--- src/rtl/mem_access_ctrl.sv ---
// Single-request load/store initiator for a 512x32 synchronous RAM; all outputs registered.
// Optional MEM_BOUNDS_CHECK_EN rejects addresses with MARin[31:ADDR_WIDTH] != 0 (Done+Error, no strobe).
module mem_access_ctrl #(
    parameter int ADDR_WIDTH = 9,
    parameter int DATA_WIDTH = 32,
    parameter int READ_WAIT  = 1
) (
    input  logic                  Clock,
    input  logic                  Clear,
    input  logic                  Start,
    input  logic                  WriteReq,
    input  logic [31:0]           MARin,
    input  logic [DATA_WIDTH-1:0] MDRin,
    output logic                  Busy,
    output logic                  Done,
    output logic                  Error,
    output logic [DATA_WIDTH-1:0] MDRdata,
    output logic                  MemRead,
    output logic                  MemWrite,
    output logic [ADDR_WIDTH-1:0] MemAddress,
    output logic [DATA_WIDTH-1:0] MemDataOut,
    input  logic [DATA_WIDTH-1:0] Mdatain
);

    localparam int CW = (READ_WAIT > 1) ? $clog2(READ_WAIT) : 1;

    typedef enum logic [2:0] {
        IDLE,
        RD_ISSUE,
        RD_WAIT,
        WR_ISSUE,
        FINISH,
        BND_ERR
    } state_t;

    state_t                state, state_nxt;
    logic [CW-1:0]         cnt, cnt_nxt;
    logic [ADDR_WIDTH-1:0] addr_nxt;
    logic [DATA_WIDTH-1:0] dout_nxt;
    logic [DATA_WIDTH-1:0] mdr_nxt;
    logic                  err_nxt;

`ifndef MEM_BOUNDS_CHECK_EN
    // Upper address bits are intentionally discarded: addresses wrap.
    logic unused_addr_hi;
    assign unused_addr_hi = ^MARin[31:ADDR_WIDTH];
`endif

    always_comb begin
        state_nxt = state;
        cnt_nxt   = cnt;
        addr_nxt  = MemAddress;
        dout_nxt  = MemDataOut;
        mdr_nxt   = MDRdata;
        err_nxt   = 1'b0;
        case (state)
            IDLE: begin
                if (Start) begin
                    addr_nxt = MARin[ADDR_WIDTH-1:0];
                    dout_nxt = MDRin;
`ifdef MEM_BOUNDS_CHECK_EN
                    if (MARin[31:ADDR_WIDTH] != '0) begin
                        state_nxt = BND_ERR;
                    end else begin
                        state_nxt = WriteReq ? WR_ISSUE : RD_ISSUE;
                    end
`else
                    state_nxt = WriteReq ? WR_ISSUE : RD_ISSUE;
`endif
                end
            end
            RD_ISSUE: begin
                state_nxt = RD_WAIT;
                cnt_nxt   = CW'(READ_WAIT - 1);
            end
            RD_WAIT: begin
                if (cnt == '0) begin
                    state_nxt = FINISH;
                    mdr_nxt   = Mdatain;
                end else begin
                    cnt_nxt = cnt - CW'(1);
                end
            end
            WR_ISSUE: state_nxt = FINISH;
            // Rejected request: one strobe-free busy cycle so Done/Error land where a store's Done would.
            BND_ERR: begin
                state_nxt = FINISH;
                err_nxt   = 1'b1;
            end
            FINISH:   state_nxt = IDLE;
            default:  state_nxt = IDLE;
        endcase
    end

    // Outputs are decoded from the next state so they are registered alongside it.
    always_ff @(posedge Clock) begin
        if (!Clear) begin
            state      <= IDLE;
            cnt        <= '0;
            Busy       <= 1'b0;
            Done       <= 1'b0;
            Error      <= 1'b0;
            MemRead    <= 1'b0;
            MemWrite   <= 1'b0;
            MemAddress <= '0;
            MemDataOut <= '0;
            MDRdata    <= '0;
        end else begin
            state      <= state_nxt;
            cnt        <= cnt_nxt;
            Busy       <= (state_nxt != IDLE);
            Done       <= (state_nxt == FINISH);
            Error      <= err_nxt;
            MemRead    <= (state_nxt == RD_ISSUE) || (state_nxt == RD_WAIT);
            MemWrite   <= (state_nxt == WR_ISSUE);
            MemAddress <= addr_nxt;
            MemDataOut <= dout_nxt;
            MDRdata    <= mdr_nxt;
        end
    end

endmodule

--- config.mk ---
export PLATFORM = sky130hd
export DESIGN_NAME = mem_access_ctrl
export DESIGN_NICKNAME = d
export VERILOG_FILES = /design/src/rtl/mem_access_ctrl.sv
export SDC_FILE = /design/constraint.sdc
export NUM_CORES = 1
export LEC_CHECK = 0
export CAP_MARGIN = 20
export CORE_ASPECT_RATIO = 1.2
export CORE_UTILIZATION = 30
export CTS_CLUSTER_DIAMETER = 50
export CTS_CLUSTER_SIZE = 14
export DETAILED_ROUTE_END_ITERATION = 7
export PLACE_DENSITY_LB_ADDON = 0.15
export SLEW_MARGIN = 20
export SYNTH_ARGS = -nofsm -noshare
export SYNTH_HDL_FRONTEND = slang
export SYNTH_SLANG_ARGS = --single-unit
--- constraint.sdc ---
create_clock -name Clock -period 2.07 [get_ports Clock]
set_clock_uncertainty 0.05 [all_clocks]
set_input_delay 0.414 -clock Clock [delete_from_list [all_inputs] [get_ports Clock]]
set_output_delay 0.414 -clock Clock [all_outputs]
set_load 0.05 [all_outputs]
# After elaboration in Yosys (flattened, before gate mapping)

Index checks and enable logic that the tools add are counted.

Register bits: 82
Input bits: 100
Output and inout bits: 78
Word-level logic and storage cells: 34

$add $sub $neg: 1
Equal/unequal tests: 8
Muxes and demuxes: 7
Bitwise gates (word level): 1
Reduce and logical (&&, ||, !) cells: 7

Operator list:

| operator                                            | count |
|---|---|
| equality test 3 x 2 -> 1 bit, second input constant | 4 |
| one-hot mux 3 bit (4 select lines)                  | 1 |
| equality test 3 x 1 -> 1 bit, second input constant | 2 |
| equality test 3 bit, second input constant          | 2 |
| 2-to-1 mux 3 bit                                    | 2 |
| AND reduction 2 bit                                 | 2 |
| logical NOT 3 bit                                   | 1 |
| nonzero test 3 bit                                  | 1 |
| 2-to-1 mux 1 bit                                    | 2 |
| 2-to-1 mux 2 bit                                    | 1 |
| one-hot mux 1 bit (2 select lines)                  | 1 |
| nonzero test 2 bit                                  | 1 |
| OR reduction 2 bit                                  | 1 |
| logical OR 1 bit                                    | 1 |
| NOT 1 bit                                           | 1 |
| subtractor 1 bit, second input constant             | 1 |

# Longest topological paths before layout

Depth after elaboration: 5
Depth in mapped cells: 5
Depth with buffers taken out: 2

# Worst setup path before layout

Ideal clock, no wire load.

Path type: in2reg
From: in Clear
To: reg MDRdata[0]
Library setup time: 72 ps
Arrival: 1,121 ps
Slack: 827 ps
Stages on the path: 5
Buffers on the path: 3
Cells stage by stage: buf_2 buf_4 clkbuf_1 nand2_1 mux2i_1

RTL lines:

| element                | line | RTL |
|---|---|---|
| start: declaration     | 9    | `input logic Clear,` |
| end signal: assignment | 118  | `MDRdata <= mdr_nxt;` |
| end: declaration       | 17   | `output logic [DATA_WIDTH-1:0] MDRdata,` |

# Worst setup path after layout

From: reg MDRdata[19]
To: out MDRdata[19]

No word-level cell between the ends.

==> results.yml <==
timing:
  finalCritPeriodShare_pct: 94.2
  worst_pin_slew_ns: 0.530
  hold_violations: 0
  slew_violations: 0
  min_period_ns: 1.95
  max_freq_mhz: 513
  relSlewSlack_pct: 64.6
  rsz0062_at_grt: "no"
  setup_tns_ns: 0
  finalSetupViolCount: 0
  setup_slack_ns: 0.121
finish:
  num-fill-cells: 1020
  nNetsFinal: 590
  antenna_cells: 0
  syn2layout_area_growth_pct: 58.1
  drive_above_1_share_pct: 5.05
route:
  drt_iter0_drc: 45
  drt_first_pass_iters: 5
  wire_per_inst_um: 11.8
  ant_nets: 0
  wl_mm: 7.38
  routed_via_density: 4.34
  vias: 2710
  drcViolationCount: 0
floorplan:
  start_util_pct: 30.8
  dieArea_mm2: 0.0112
  ioPinCount: 178
  core_mm2: 0.0105
  num_rows: 41
  die_x_um: 96.8
  die_y_um: 116
clock_network:
  postCtsHoldBufs: 0
  clk_pin_slew_worst_paths_ns: 0.06
  insertion_delay_ns: 0.33
  clock-root-buffer: "clkbuf_16"
  htree_levels: 3
  cts.sinks: 81
  clockBufferDepth: 2
  cts_buffers: 9
  cts_resized: 0
  cts_tree: "yes"
  post_cts_buffers: 0
pwr:
  ir_drop_uv: 363
  power_density_mw_per_mm2: 837
  p_leak_nw: 1.97
job:
  drv_cap: 0
logic_synthesis:
  ys_ff_latch: 81
  syn-num-nets: 445
  syn_area_mm2: 0.00324
  synth_area_per_cell_um2: 9.38
  synth_warnings: 0
  seq_area_frac_synth_pct: 50.1
  syn-instance-count: 345
  synthDistinctLibCells: 20
setup_path:
  reg2reg_slack_ns: 0.62
  cp.arrival_ns: 1.48
  cp-start-kind: "flip-flop"
  critical-path-top-delay-family: "buffers and inverters"
  cp_slowest_cell: "clkdlybuf4s50_1"
  critPathBufInv: 1
  cpPeakStageDelay_ns: 0.82
  worst-setup-path-type: "reg -> out"
  path_max_fanout: 2
  crit_chain: "clkdlybuf4s50_1"
  cp.required_ns: 1.61
  end_kind: "output pin"
run_status:
  status: "finished, final reports clean"
grt:
  grt_pass1_vias: 2601
  grt_max_degree: 65
  antenna_found_initial: 0
  grt_remaining_overflow: 0
  grt_util_all_layers_pct: 13.2
  grt_pass1_wl_mm: 11.9
placed_design:
  place_hpwl_mm: 5.12
  gp_congestion: 0.682
  place_ws_ns: 0.0983
  port_buffers: 154
hold_path:
  hp-class: "reg -> reg"
==> area by class of cell <==
cell class | count | area (um2) | area share (%)
flip-flops and latches | 81 | 1620 | 31.7
clock inverters | 4 | 52.6 | 1.03
clock buffers | 12 | 246 | 4.82
well taps | 129 | 161 | 3.15
repair buffers | 160 | 1620 | 31.7
inverters | 2 | 7.51 | 0.147
multi-input cells | 236 | 1410 | 27.5
==> worst paths after layout <==
path,to,depth (start not counted),from
max,MDRdata[19],1,MDRdata[19]
min,MemAddress[1],2,MemAddress[1]
max reg2reg,MemDataOut[6],3,state[0]
min reg2reg,MemAddress[1],2,MemAddress[1]
==> tightest hold or removal path, stage by stage, from the launching register on <==
cell	delay, ns
dfxtp_1	0.30
nand2_1	0.05
mux2i_1	0.05
==> routing by layer <==
metal	share of wire [%]	up-vias	wire length, um	global-route usage [%]
met5	0	-	0	0
met4	1.5	0	112	7.16
met1	45	1205	3310	15.2
met2	45	105	3300	21.4
met3	8.9	9	655	5.07
li1	-	1391	-	-
==> flip-flops by register name (all words and copies together) (netlist names) <==
register	flops
MemDataOut	32
state	3
Busy	1
Done	1
MemAddress	9
MemRead	1
MemWrite	1
MDRdata	32
Error	1
==> cell families (layout without fill, tap and decap cells) <==
logic type             Yosys count  after routing  synth area share (%)
AOI/OAI and AO/OA                6              6                  1.01
DFF                             81             81                  50.1
muxes                           73             73                  22.6
buffers and inverters           28            178                  6.88
and+or+nand+nor                157            157                  19.4
==> synth_stat cells (all sizes together) <==
library cell | n | area share [%]
nand2 | 146 | 17
dfxtp | 81 | 50
mux2i | 73 | 23
buf | 22 | 6.2
a21oi | 5 | 0.77
clkbuf | 4 | 0.46
inv | 2 | 0.23
nand2b | 2 | 0.39
nor2 | 2 | 0.23
and2 | 1 | 0.19
and3 | 1 | 0.23
nand3b | 1 | 0.23
nor3b | 1 | 0.23
nor4b | 1 | 0.46
o21bai | 1 | 0.23
or2b | 1 | 0.23
or3b | 1 | 0.27
==> placed cells by master, fill, tap and decap left out <==
master and instances:
nand2_1 146, nand3b_1 1, clkbuf_1 2, nor2_1 2, clkbuf_8 1, bufinv_16 1
o21bai_1 1, or2b_1 1, buf_4 4, mux2i_1 73, buf_12 3, and2_1 1
nand2b_1 2, dfxtp_1 81, or3b_2 1, inv_1 2, and3_2 1, nor3b_2 1
nor4b_4 1, clkbuf_16 9, a21oi_1 5, clkinvlp_4 3, clkdlybuf4s50_1 153
==> power by group <==
group,internal (W),switching (W)
clock network,0.000968,0.000606
registers,0.00166,0.0000546
logic,0.000418,0.000572
total,0.00305,0.00123
==> through the flow <==
step	power [W]	utilization, %	hold WS (ns)	cell area, um2	cells
after detailed placement	0.00275	45.8	0.398	4820	608
after global placement	0.00274	45.8	0.391	4820	608
after CTS	0.00436	48.6	0.407	5120	624
after floorplan	0.00239	-	0.427	3240	345
after global routing	0.00448	48.6	0.425	5120	624
final	0.00428	48.6	0.403	5120	624
(Power assumes the default switching activity.)
